## config.mk

```make
export PLATFORM = sky130hd
export DESIGN_NAME = cxapbasyncbridge_cdc_launch
export DESIGN_NICKNAME = d
export VERILOG_FILES = /design/src/rtl/cxapbasyncbridge_cdc_launch.sv
export SDC_FILE = /design/constraint.sdc
export NUM_CORES = 1
export LEC_CHECK = 0
export BUFFER_PORTS_ARGS = -buffer_cell sky130_fd_sc_hd__buf_2
export CORE_AREA = 2 2 55 67
export DETAILED_ROUTE_END_ITERATION = 10
export DIE_AREA = 0 0 57 69
export GPL_ROUTABILITY_DRIVEN = 0
export PLACE_DENSITY_LB_ADDON = 0.3
export SLEW_MARGIN = 30
export SYNTH_ARGS = -nofsm -noshare
export SYNTH_HDL_FRONTEND = slang
export SYNTH_SLANG_ARGS = --single-unit
```

## constraint.sdc

```tcl
create_clock -name clk -period 4.5 [get_ports clk]
set_input_delay 0.9 -clock clk [delete_from_list [all_inputs] [get_ports clk]]
set_output_delay 0.9 -clock clk [all_outputs]
set_load 0.01 [all_outputs]
```

## src/rtl/cxapbasyncbridge_cdc_launch.sv

```systemverilog
// Source-side launch stage of the APB async bridge: captures a local word,
// then holds it stable while a 4-phase req/ack handshake crosses domains.
module cxapbasyncbridge_cdc_launch #(
    parameter int WIDTH       = 32,
    parameter int SYNC_STAGES = 2
) (
    input  logic             clk,
    input  logic             resetn,
    input  logic             s_valid,
    output logic             s_ready,
    input  logic [WIDTH-1:0] s_data,
    output logic             req_async,
    input  logic             ack_async,
    output logic [WIDTH-1:0] data_async,
    output logic             busy,
    output logic             done
);

    generate
        if ((SYNC_STAGES != 2) && (SYNC_STAGES != 3)) begin : g_bad_sync_stages
            $error("cxapbasyncbridge_cdc_launch: SYNC_STAGES must be 2 or 3");
        end
    endgenerate

    typedef enum logic [1:0] {
        IDLE  = 2'd0,
        REQ   = 2'd1,
        ACKLO = 2'd2
    } state_t;

    state_t                 state_q;
    logic                   req_q;
    logic [WIDTH-1:0]       data_q;
    logic                   done_q;
    logic                   run_q;
    logic [SYNC_STAGES-1:0] ack_sync_q;
    logic                   ack_s;
    logic                   accept;

    // ack_async is only ever sampled by the first synchronizer flop.
    always_ff @(posedge clk or negedge resetn) begin
        if (!resetn) begin
            ack_sync_q <= '0;
        end else begin
            ack_sync_q <= {ack_sync_q[SYNC_STAGES-2:0], ack_async};
        end
    end

    assign ack_s = ack_sync_q[SYNC_STAGES-1];

    // Holds s_ready low while reset is asserted and for the first edge after it.
    always_ff @(posedge clk or negedge resetn) begin
        if (!resetn) begin
            run_q <= 1'b0;
        end else begin
            run_q <= 1'b1;
        end
    end

    assign s_ready = run_q & (state_q == IDLE) & ~ack_s;
    assign accept  = s_valid & s_ready;

    always_ff @(posedge clk or negedge resetn) begin
        if (!resetn) begin
            state_q <= IDLE;
            req_q   <= 1'b0;
            data_q  <= '0;
            done_q  <= 1'b0;
        end else begin
            done_q <= 1'b0;
            case (state_q)
                IDLE: begin
                    if (accept) begin
                        data_q  <= s_data;
                        req_q   <= 1'b1;
                        state_q <= REQ;
                    end
                end
                REQ: begin
                    if (ack_s) begin
                        req_q   <= 1'b0;
                        state_q <= ACKLO;
                    end
                end
                ACKLO: begin
                    if (!ack_s) begin
                        done_q  <= 1'b1;
                        state_q <= IDLE;
                    end
                end
                default: begin
                    req_q   <= 1'b0;
                    state_q <= IDLE;
                end
            endcase
        end
    end

    // Crossing outputs come straight from flops so the far side sees glitch-free values.
    assign req_async  = req_q;
    assign data_async = data_q;
    assign busy       = (state_q != IDLE);
    assign done       = done_q;

endmodule
```

Word level (Yosys, flattened, before mapping). Cells that the tools add are included.

Bits in registers: 39. Bits in latches: 0. Memories kept: 0. Memory bits (writable): 0. Output and inout port bits: 36. ROM bits: 0.

Magnitude comparators: 0. Bitwise operators: 5. Add/sub/neg operators: 0. Shift operators: 0. Muxes and demuxes: 9. Divide/modulo/power cells: 0. $mul: 0. Reductions and logical operators: 5. Equal/unequal tests: 5.

Operators with widths (count): $mux 2 (3); $ne 2x2->1 const B (3); $pmux 2 s3 (1); $reduce_and 3->1 (2); $mux 1 (4); $and 1x1->1 (3); $pmux 1 s3 (1); $eq 2x1->1 const B (1); $eq 2x2->1 const B (1); $logic_not 2->1 (1); $not 1->1 (2); $reduce_and 2->1 (1); $reduce_bool 2->1 (1).

Depth between registers and ports, before layout.
Depth after elaboration: 6. Depth in mapped cells: 4. Gate-level depth less buffers: 3.

Worst setup path before layout. OpenSTA, ideal clock, no wires.

Path kind: reg-to-output. Start point: register state_q[0]. End point: output port s_ready. Slack: 2.761 ns. Cell stages (with the launch flop): 2. Arrival time: 0.839 ns. Cell sequence: dfrtp_1 nor4b_4.

Word-level cells in the longest chain between the ends: 3.

Ends and longest elaborated chain: start, declared (line 31) `state_t state_q;`; start signal, assigned (line 65) `state_q <= IDLE;`; start signal, assigned (line 76) `state_q <= REQ;`; start signal, assigned (line 82) `state_q <= ACKLO;`; $logic_not 2->1 (line 60) `assign s_ready = run_q & (state_q == IDLE) & ~ack_s;`; $and 1x1->1 (2 in series) (line 60); end, declared (line 10) `output logic s_ready,`.

Every way passes these cells.

Final worst setup path. Same ends and word-level chain as after synthesis.

==> flow_metrics.env <==
export IMPL_num_vias=959
export IMPL_grt_overflow=0
export IMPL_min_period_ps=2210
export IMPL_coreArea_sq_mm=0.00328
export IMPL_multi_input_area_sq_um=557
export IMPL_worst_r2r_cell_count=3
export IMPL_area_growth_pct=30.7
export IMPL_clk_latency_ps=280
export IMPL_slew_viol_final=0
export IMPL_worst_pin_slew_ps=820
export IMPL_reg2reg_setup_slack_ps=2740
export IMPL_setup_violations=0
export IMPL_drive_gt1_frac=0.699
export IMPL_routed_wl_mm=2.66
export IMPL_ys_types=14
export IMPL_htree_num_levels=2
export IMPL_numCtsBuffers=5
export IMPL_synthFlopType="dfrtp_1"
export IMPL_slew_headroom=0.454
export IMPL_ff_latch_area_sq_um=976
export IMPL_dieHeight_um=69
export IMPL_hold_violations=0
export IMPL_cp_end_kind="primary output"
export IMPL_holdWs_ps=359
export IMPL_ys_async_sr_fraction=1.00
export IMPL_max_stage_delay_ps=460
export IMPL_crit_fanout=6
export IMPL_leakage_uw=0.00115
export IMPL_clock_tree_buffer_depth=2
export IMPL_setup_tns_ps=0
export IMPL_synth_largest_area_cell="dfrtp_1"
export IMPL_ant_nets=0
export IMPL_synth_seq_area_share=0.623
export IMPL_nNetsFinal=198
export IMPL_ys_warn_count=0
export IMPL_whs_endpoint="ack_sync_q[1]"
export IMPL_whs_path_depth=0
export IMPL_fmax_ghz=0.452
export IMPL_min_from="ack_sync_q[0]"
export IMPL_post_cts_repair_setup_buffers=0
export IMPL_path_class="reg -> out"
export IMPL_synth_nets=123
export IMPL_drv_cap=0
export IMPL_cp_top_family="flip-flops"
export IMPL_ioPinCount=72
export IMPL_grt_pass1_wl_mm=4.66
export IMPL_reg2reg_to="data_async[9]"
export IMPL_grt_pass1_vias=1017
export IMPL_hold_buffers=0
export IMPL_ys_seq_elements=39
export IMPL_worstPathArrival_ps=1310
export IMPL_critPathBufInv=1
export IMPL_ir_drop_v=0.000439
export IMPL_crit_chain="nor4b_4 > buf_2"
export IMPL_cts_sinks=39
export IMPL_synth_area_leaders="dfrtp_1 62%, mux2_4 27%, mux2_2 2.9%, buf_6 2.2%, nor4b_4 1.5%"
export IMPL_row_count=23
export IMPL_dr_pass1_iters=3
export IMPL_grt_max_degree=40
export IMPL_start_util=0.477
export IMPL_final_cells=200
export IMPL_synth_edf_count=0
export IMPL_synth_commonest_cells="39 x dfrtp_1, 28 x mux2_4, 4 x mux2_2, 4 x nand2_1, 3 x buf_6"
export IMPL_post_route_period_util=0.492
export IMPL_rr_startpoint="state_q[0]"
export IMPL_diodes=0
export IMPL_clkTransAtPathRegs_ps=70
export IMPL_finClkSkew_ps=7.96
export IMPL_die_w_um=57
export IMPL_cts_root_buf="clkbuf_8"
export IMPL_cts_resized=0
export IMPL_first_iter_violations=31
export IMPL_utilization=0.624
export IMPL_die_area_sq_mm=0.00393
export IMPL_syn_inst=87
export IMPL_place_hpwl_mm=1.92
export IMPL_grt_util_all_layers=0.154
export IMPL_cp_slowest_cell="dfrtp_1"
export IMPL_rsz0062_at_grt="false"
export IMPL_antenna_found_initial=0
export IMPL_post_route_drc_count=0
export IMPL_placed_area_sq_mm=0.00193
export IMPL_tritoncts="done"
export IMPL_cp_start_kind="register"
export IMPL_synth_top_area_frac=0.623
export IMPL_min_path_type="reg -> reg"
export IMPL_io_buffers=71
export IMPL_routedWlPerCell_um=13.3
export IMPL_design_area_sq_mm=0.00205
export IMPL_placedCellCount=192
export IMPL_netlist_area_sq_mm=0.00157
export IMPL_vias_per_cell=4.80
export IMPL_avgSynthCellArea_sq_um=18.0
export IMPL_nFillCells=265
export IMPL_required_ps=3600
export IMPL_synth_most_common_cell="dfrtp_1"
export IMPL_powerDensity_mw_per_mm2=533
export IMPL_status="finished, final reports clean"
-- cell families after synthesis --
family | Yosys count | synth area share
xor gates and xnor gates | 1 | 0.00559
buffers and inverters | 3 | 0.0216
DFF | 39 | 0.623
muxes | 32 | 0.297
AOI/OAI and AO/OA | 1 | 0.00319
and+or+nand+nor | 10 | 0.0471
other | 1 | 0.00239
-- how the worst max path moves through the flow --
| stage | from | endpoint | slack [ps] | depth (start not counted) |
|---|---|---|---|---|
| 2_1_floorplan | state_q[0] | s_ready | 2760 | 1 |
| 3_3_place_gp | s_valid | data_async[19] | 2530 | 3 |
| 3_5_place_dp | s_valid | data_async[16] | 2500 | 3 |
| 4_1_cts | state_q[0] | s_ready | 2250 | 2 |
| 5_1_grt | state_q[0] | s_ready | 2210 | 2 |
| 6_report | state_q[0] | s_ready | 2290 | 2 |
-- stage by stage --
step	power (uW)	setup slack, ps
after floorplan	690	2760
after global placement	812	2530
after detailed placement	822	2500
after CTS	1110	2250
after global routing	1160	2210
final	1090	2290
-- final cells by class --
class                   instances  share of cell area
multi-input cells              45               0.272
well taps                      37              0.0226
repair buffers                 71               0.174
flip-flops and latches         39               0.477
clock buffers                   5              0.0336
clock inverters                 3              0.0214
-- layout by cell type, fill, tap and decap left out --
cell type | netlist | layout
buf_2 | 0 | 71
dfrtp_1 | 39 | 39
mux2_4 | 28 | 28
clkbuf_8 | 0 | 5
nand2_1 | 4 | 4
mux2_2 | 4 | 4
or2_2 | 1 | 1
nor4b_4 | 1 | 1
nor3b_1 | 1 | 1
nand2_4 | 1 | 1
nor2_1 | 1 | 1
xor2_1 | 1 | 1
and2_1 | 1 | 1
o21ai_0 | 1 | 1
clkinv_2 | 0 | 1
clkinv_4 | 0 | 1
bufinv_16 | 0 | 1
conb_1 | 1 | 1
-- per-layer routing --
metal / global-route usage / part of all wire / vias up
li1: - / - / 442
met1: 0.165 / 0.40 / 471
met2: 0.264 / 0.52 / 44
met3: 0.0694 / 0.076 / 2
met4: 0.0543 / 0.0053 / 0
met5: 0 / 0 / -
-- power breakdown --
| part | total [uW] | internal [uW] | switching (uW) | leakage (uW) |
|---|---|---|---|---|
| clock | 280 | 165 | 116 | 0.0000581 |
| combinational | 315 | 189 | 126 | 0.000622 |
| sequential | 496 | 445 | 51.0 | 0.000467 |
-- registers in the layout (all words and copies together), names as in the netlist --
| signal | flops |
|---|---|
| req_async | 1 |
| state_q | 2 |
| done | 1 |
| ack_sync_q | 2 |
| run_q | 1 |
| data_async | 32 |
Power figures use the tool's default switching activity.
